File: src/rtl/phase_shift_applier_pkg.sv
// Shared phase types and constants for the LLRF NCO phase path.
package llrf_phase_pkg;

  localparam int unsigned PHASE_W_DEFAULT = 32;

  typedef logic        [PHASE_W_DEFAULT-1:0] phase_t;
  typedef logic signed [PHASE_W_DEFAULT-1:0] sphase_t;

  typedef enum logic {
    IDLE = 1'b0,
    RAMP = 1'b1
  } state_t;

  localparam phase_t PHASE_90  = 32'h4000_0000;
  localparam phase_t PHASE_180 = 32'h8000_0000;

endpackage

File: src/rtl/phase_shift_applier_nco.sv
// Free-running NCO phase accumulator: acc advances by freq on every clock.
module nco_phase_acc #(
  parameter int unsigned PHASE_W = 32
) (
  input  logic               clk,
  input  logic               reset,
  input  logic [PHASE_W-1:0] freq,
  output logic [PHASE_W-1:0] acc
);

  always_ff @(posedge clk or posedge reset) begin
    if (reset) acc <= '0;
    else       acc <= acc + freq;
  end

endmodule

File: src/rtl/phase_shift_applier.sv
// NCO phase output with a slew-limited phase offset: a requested shift is
// ramped into the offset by at most max_step per clock.
module phase_shift_applier
  import llrf_phase_pkg::*;
#(
  parameter int unsigned PHASE_W = PHASE_W_DEFAULT,
  parameter int unsigned CNT_W   = 16
) (
  input  logic               clk,
  input  logic               reset,
  input  logic [PHASE_W-1:0] freq,
  input  logic               apply,
  input  logic [PHASE_W-1:0] phase_shift,
  input  logic [PHASE_W-1:0] max_step,
  output logic [PHASE_W-1:0] phase_out,
  output logic               busy,
  output logic               done,
  output logic               apply_dropped,
  output logic [CNT_W-1:0]   ramp_cycles,
  output logic [PHASE_W-1:0] remaining
);

  state_t             state, state_d;
  logic [PHASE_W-1:0] acc;
  logic [PHASE_W-1:0] offset, offset_d;
  logic [PHASE_W-1:0] remaining_d;
  logic [PHASE_W-1:0] step_q, step_d;
  logic [CNT_W-1:0]   cnt_d;
  logic               done_d, dropped_d;
  logic [PHASE_W:0]   mag;
  logic               finish;

  nco_phase_acc #(.PHASE_W(PHASE_W)) u_acc (
    .clk   (clk),
    .reset (reset),
    .freq  (freq),
    .acc   (acc)
  );

  // One extra bit so that the most negative shift has a representable magnitude.
  always_comb begin
    mag    = remaining[PHASE_W-1] ? ({1'b0, ~remaining} + (PHASE_W+1)'(1))
                                  : {1'b0, remaining};
    finish = (step_q == '0) || (mag <= {1'b0, step_q});
  end

  always_ff @(posedge clk or posedge reset) begin
    if (reset) state <= IDLE;
    else       state <= state_d;
  end

  always_comb begin
    state_d = state;
    case (state)
      IDLE:    if (apply && (phase_shift != '0)) state_d = RAMP;
      RAMP:    if (finish) state_d = IDLE;
      default: state_d = IDLE;
    endcase
  end

  always_comb begin
    offset_d    = offset;
    remaining_d = remaining;
    step_d      = step_q;
    cnt_d       = ramp_cycles;
    done_d      = 1'b0;
    dropped_d   = 1'b0;
    case (state)
      IDLE: begin
        if (apply) begin
          cnt_d = '0;
          if (phase_shift != '0) begin
            remaining_d = phase_shift;
            step_d      = max_step;
          end else begin
            done_d = 1'b1;
          end
        end
      end
      RAMP: begin
        dropped_d = apply;
        if (ramp_cycles != '1) cnt_d = ramp_cycles + CNT_W'(1);
        if (finish) begin
          offset_d    = offset + remaining;
          remaining_d = '0;
          done_d      = 1'b1;
        end else if (remaining[PHASE_W-1]) begin
          offset_d    = offset - step_q;
          remaining_d = remaining + step_q;
        end else begin
          offset_d    = offset + step_q;
          remaining_d = remaining - step_q;
        end
      end
      default: ;
    endcase
  end

  always_ff @(posedge clk or posedge reset) begin
    if (reset) begin
      offset        <= '0;
      remaining     <= '0;
      step_q        <= '0;
      ramp_cycles   <= '0;
      phase_out     <= '0;
      done          <= 1'b0;
      apply_dropped <= 1'b0;
    end else begin
      offset        <= offset_d;
      remaining     <= remaining_d;
      step_q        <= step_d;
      ramp_cycles   <= cnt_d;
      phase_out     <= acc + offset;
      done          <= done_d;
      apply_dropped <= dropped_d;
    end
  end

  assign busy = (state == RAMP);

endmodule

File: config.mk
export PLATFORM = sky130hd
export DESIGN_NAME = phase_shift_applier
export DESIGN_NICKNAME = d
export VERILOG_FILES = /design/src/rtl/phase_shift_applier_pkg.sv /design/src/rtl/phase_shift_applier_nco.sv /design/src/rtl/phase_shift_applier.sv
export SDC_FILE = /design/constraint.sdc
export NUM_CORES = 1
export LEC_CHECK = 0
export CAP_MARGIN = 20
export CORE_MARGIN = 2
export CORE_UTILIZATION = 60
export CTS_CLUSTER_SIZE = 16
export DETAILED_ROUTE_END_ITERATION = 10
export GPL_TIMING_DRIVEN = 0
export PLACE_DENSITY = 0.85
export SLEW_MARGIN = 20
export SYNTH_ARGS = -nofsm -noshare
export SYNTH_HDL_FRONTEND = slang
export SYNTH_SLANG_ARGS = --single-unit
File: constraint.sdc
create_clock -name clk -period 15.81 [get_ports clk]
set_input_delay 4.743 -clock clk [delete_from_list [all_inputs] [get_ports clk]]
set_output_delay 4.743 -clock clk [all_outputs]
set_load 0.03 [all_outputs]
# After elaboration in Yosys (flattened, before gate mapping)
# Index checks and enable logic that the tools add are counted.
[op_classes]
n_addsub = 9
magnitude_cmp = 1
n_eq_ne = 4
muxes = 19
bitwise_logic = 2
reduce_logical = 7
[op_table]
columns = ["operator", "n"]
rows = [
  ["2-to-1 mux 32 bit", 6],
  ["adder 32 bit", 5],
  ["one-hot mux 32 bit (2 select lines)", 1],
  ["subtractor 32 bit", 2],
  ["adder 32 x 1 -> 33 bit (second input constant)", 1],
  ["less-or-equal comparator 33 x 32 -> 1 bit", 1],
  ["2-to-1 mux 33 bit", 1],
  ["logical NOT 32 bit", 1],
  ["2-to-1 mux 16 bit", 2],
  ["inverter 32 bit", 1],
  ["one-hot mux 16 bit (2 select lines)", 1],
  ["nonzero test 32 bit", 1],
  ["adder 16 x 1 -> 16 bit (second input constant)", 1],
  ["inequality test 16 bit (second input constant)", 1],
  ["2-to-1 mux 1 bit", 6],
  ["inequality test 2 bit (second input constant)", 2],
  ["one-hot mux 1 bit (2 select lines)", 2],
  ["AND reduction 2 bit", 2],
  ["AND reduction 3 bit", 1],
  ["inequality test 2 x 1 -> 1 bit (second input constant)", 1],
  ["logical AND 1 bit", 1],
  ["logical OR 1 bit", 1],
  ["inverter 1 bit", 1],
]
[totals]
reg_bits = 179
inputBits = 99
output_inout_bits = 83
wordCells = 51

# Depth between registers and ports, before layout
[logic_depth]
ltp_word = 7
ltp_mapped = 33
ltp_nobuf = 31

# Cells and area by module
# From an unflattened synthesis, not the netlist that was laid out.
[hier_totals]
hier_cells = 1863
hier_area_um2 = 16031.6
[modules_own_cells]
columns = ["module", "instances", "cells_per_inst", "area_per_inst_um2", "seq_area_each_um2"]
rows = [
  ["phase_shift_applier", 1, 1599, 13550.5, 3678.5],
  ["nco_phase_acc", 1, 264, 2481.1, 800.8],
]

# Worst setup path after synthesis
# No wires, ideal clock.
[synth_path]
kind = "reg-to-reg"
startpoint = "register remaining[7]"
endpoint = "register offset[28]"
setup_time_ps = 125
arrival_time_ps = 6892
t_required_ps = 15685
path_slack_ps = 8793
stages_incl_launch_ff = 31
n_path_buf = 2
synth_period_minus_slack_ps = 7017
path_cell_list = "dfrtp_1 or4_1 nor4_1 or3b_2 nand2b_1 or4_1 nand2_1 xnor2_1 ha_1 a21o_1 a21o_1 a21o_1 a21oi_1 o21ai_0 a21oi_1 nor2_1 clkbuf_1 clkbuf_1 nor2_1 a21oi_1 ha_1 a21o_1 a21oi_1 nor2b_1 or4_1 a311oi_1 o21ai_1 a211oi_1 o21ai_0 xnor2_1 mux2_2"
[synth_via]
elab_chain_cells = 6
word_cells_on_any_way = 7
cone_classes = "add/sub (2); order compare (1); mux (2); bitwise (1); reduce/logical (1)"
[synth_rtl]
columns = ["element", "line_no", "rtl"]
rows = [
  ["start: declaration", "phase_shift_applier.sv:20", "output logic [PHASE_W-1:0] remaining"],
  ["start signal: assignment", "phase_shift_applier.sv:110", "remaining <= remaining_d;"],
  ["inverter 32 bit", "phase_shift_applier.sv:42", "mag = remaining[PHASE_W-1] ? ({1'b0, ~remaining} + (PHASE_W+1)'(1))"],
  ["adder 32 x 1 -> 33 bit", "phase_shift_applier.sv:42", ""],
  ["2-to-1 mux 33 bit", "phase_shift_applier.sv:42", ""],
  ["less-or-equal comparator 33 x 32 -> 1 bit", "phase_shift_applier.sv:44", "finish = (step_q == '0) || (mag <= {1'b0, step_q});"],
  ["logical OR 1 bit", "phase_shift_applier.sv:44", ""],
  ["2-to-1 mux 32 bit *", "phase_shift_applier.sv:83", "if (finish) begin"],
  ["end signal: assignment", "phase_shift_applier.sv:109", "offset <= offset_d;"],
  ["end: declaration", "phase_shift_applier.sv:25", "logic [PHASE_W-1:0] offset, offset_d;"],
]
# Every way passes the cells marked *; elsewhere a longest branch is shown, timed or not.
# A chain may end at the register's enable or synchronous reset.

# Worst setup path after layout
[layout_path]
startpoint = "register remaining[31]"
endpoint = "register offset[28]"
# Same word-level chain as after synthesis.

==> metrics.md <==
| Metric | Value |
|---|---|
| Post-CTS Setup Inserts | 0 |
| Detail Placement HPWL | 35000 microns |
| Crit Path Max Fanout | 10 |
| Die Width | 165 microns |
| Area Growth Syn to Fin | 18.5% |
| Mapped Cells | around 1800 |
| Least-Margin Pin Slew | about 1.0 ns |
| Worst Hold Depth | 1 |
| Final setup TNS | 0 ns |
| Post-cts sizing count | 0 |
| CTS tree | done |
| I/O pins | between 150 and 200 |
| Congestion Overflow GR | 0 |
| CP required | between 15 and 20 ns |
| CP startpoint kind | flop |
| Final Wtd Congestion | around 0.97 |
| Final Setup Violations | 0 |
| Critical-path top delay cell | clkbuf_1 |
| Final wirelength | around 45000 microns |
| Post-synthesis sequential element count | approximately 180 |
| Clock transition at path regs | 0.08 ns |
| R2R cell count | 29 |
| Share of cells above drive strength 1 | 0.0654 |
| CTS root buf | clkbuf_16 |
| Fin nets | 2236 |
| Final Hold Viols | 0 |
| Slew margin rel. | 0.322 |
| Status | completed |
| Hold crit path type | flop to flop |
| Worst Hold Endpoint | u_acc.acc[0]$_DFF_PP0_ |
| Starting Density | 0.615 |
| Tot GR Track Use | 0.332 |
| Final Slew Violations | 0 |
| Layout Skew | around 0.014 ns |
| Syn nets | about 2000 |
| Die area | about 27000 sq um |
| Wire length per cell | 19.3 microns |
| Hold_ws | around 0.5 ns |
| CP arrival | roughly 9.7 ns |
| Register area share after synthesis | 0.288 |
| R2R Setup Slk | 6.50 ns |
| CORE AREA | roughly 25000 sq um |
| Worst-skew pair later-pin latency | ~0.45 ns |
| Biggest area consumer among synthesized cells | dfrtp_1 |
| Drt first pass iters | 6 |
| Vias in the first global route | 14200 |
| Critical path type | flop to flop |
| Setup crit end kind | flop |
| Deepest clock path buffer count | 2 |
| Top cells by count, synth | dfrtp_1, xnor2_1, ha_1, a21oi_1, nor2_1 |
| Main synth FF type | dfrtp_1 |
| Largest net degree at the start of global routing | 64 |
| Hold buffers post-CTS | 0 |
| RSZ-0062 raised after global routing | false |
| Main area contributors after synthesis | dfrtp_1, ha_1, xnor2_1 |
| Number of synthesized flops with an enable pin | 0 |
| Final setup margin | 6.50 ns |
| Delay of the slowest cell on the worst path | 0.58 ns |
| TritonCTS buffer count | 17 |
| CTS sink cnt | around 180 |
| Cell mode on critical path | clkbuf_1 |
| Die H | 165 microns |
| Fmax | approximately 110 MHz |
| Hold Startpoint | u_acc.acc[0]$_DFF_PP0_ |
| Library cells used by synthesis | 78 |
| Mapped Area | ~16000 sq um |
| First-pass GRT wire length | 70800 microns |
| CTS H-tree lvls | 4 |
| Vias/cell | 6.37 |
| Top-count cell post-synth | dfrtp_1 |
| Drt first-iter violations | 1578 |
| Via Count | approximately 15000 |
| RR Startpoint | remaining[31]$_DFFE_PP0P_ |
| Synth async-reset ratio | 1.00 |
| Initial antenna violation count | 2 |
| Synth top area share | 0.288 |
| Min Tclk post-route | 9.31 ns |
| Critical R2R Capture | offset[28]$_DFFE_PP0P_ |
| Pre-CTS WS | ~7.0 ns |
| Crit path launch | remaining[31]$_DFFE_PP0P_ |
| Max Cap Viol | 0 |
| Row cnt | between 50 and 60 |
| Port bufs | 181 |
| Final Cycle Share | 0.589 |
| Syn_area_per_cell | between 8 and 9 sq um |
| Synth warn | 0 |
| Post-route ant nets | 0 |
| Post-route DRC | 0 |
-- state kept, by name, summed over array words and instances (netlist names) --
register,flops
offset,32
phase_out,32
remaining,32
step_q,32
u_acc.acc,32
ramp_cycles,16
apply_dropped,1
busy,1
done,1
-- layout by cell type (no fill, tap or decap), drive strengths merged, types with 15 or more instances in the layout --
cell           count
and2              15
mux2i             33
inv               99
nor4              25
a211oi            20
nand4             28
mux2              60
o31ai             21
o21a              16
a31oi             27
clkbuf            57
clkdlybuf4s50    181
ha               159
or3               15
nand3             48
xor2              41
dfrtp            179
nor2             149
nand2             95
a21oi            149
nor3              38
o22ai             15
o21ai             92
xnor2            162
a21o              64
buf               19
-- metal layers --
layer	up-vias	GRT usage	routed length, microns
met5	-	0	0
met1	7028	0.435	18300
met4	0	0.148	1870
li1	6901	-	-
met2	689	0.545	20800
met3	153	0.0487	3750
-- worst max-delay path, delay by kind of cell, from the launching register on --
family	cells	cell delay [ns]
mux	1	0.26
fa+ha+maj	3	0.76
compound gates	11	2.98
flops	1	0.47
simple gates	5	1.23
xor+xnor	2	0.33
buf+inv	7	3.14
-- cells by family (layout without fill, tap and decap cells) --
kind of cell               after synthesis  count (layout)  synth area share
other                                    0               2                 0
DFF                                    179             179             0.288
AOI/OAI and AO/OA                      496             496             0.204
and+or+nand+nor                        488             488             0.160
muxes                                   93              93            0.0646
adders and majority gates              163             163             0.133
xor gates and xnor gates               203             203             0.114
buffers and inverters                  150             365            0.0371
-- worst max-delay path by stage --
| stage | to | slack [ns] | cells after the start |
|---|---|---|---|
| after floorplan | apply_dropped$_DFF_PP0_ | 6.21 | 1 |
| after global placement | step_q[4]$_DFFE_PP0P_ | 3.86 | 2 |
| after detailed placement | offset[28]$_DFFE_PP0P_ | 7.01 | 29 |
| after CTS | offset[28]$_DFFE_PP0P_ | 6.85 | 29 |
| after global routing | offset[28]$_DFFE_PP0P_ | 6.22 | 29 |
| final | offset[28]$_DFFE_PP0P_ | 6.50 | 29 |
-- layout make-up --
cell class | instances | area (sq um)
fillers | 1929 | 6880
diodes | 2 | 5.00
inverters | 95 | 364
plain buffers | 55 | 221
clock buffers | 19 | 443
flip-flops and latches | 179 | 4480
repair buffers | 183 | 1870
well taps | 330 | 413
clock inverters | 13 | 141
multi-input cells | 1443 | 10500
-- metrics by stage --
step                      utilization  instance area [sq um]  cells
after floorplan                     -                  15600   1772
after global placement          0.703                  17800   2283
after detailed placement        0.705                  17900   2285
after CTS                       0.728                  18400   2317
after global routing            0.728                  18400   2317
final                           0.728                  18400   2319
Power is not shown: default switching activity piles up to over one toggle a cycle in this logic, so the estimate is an artifact.
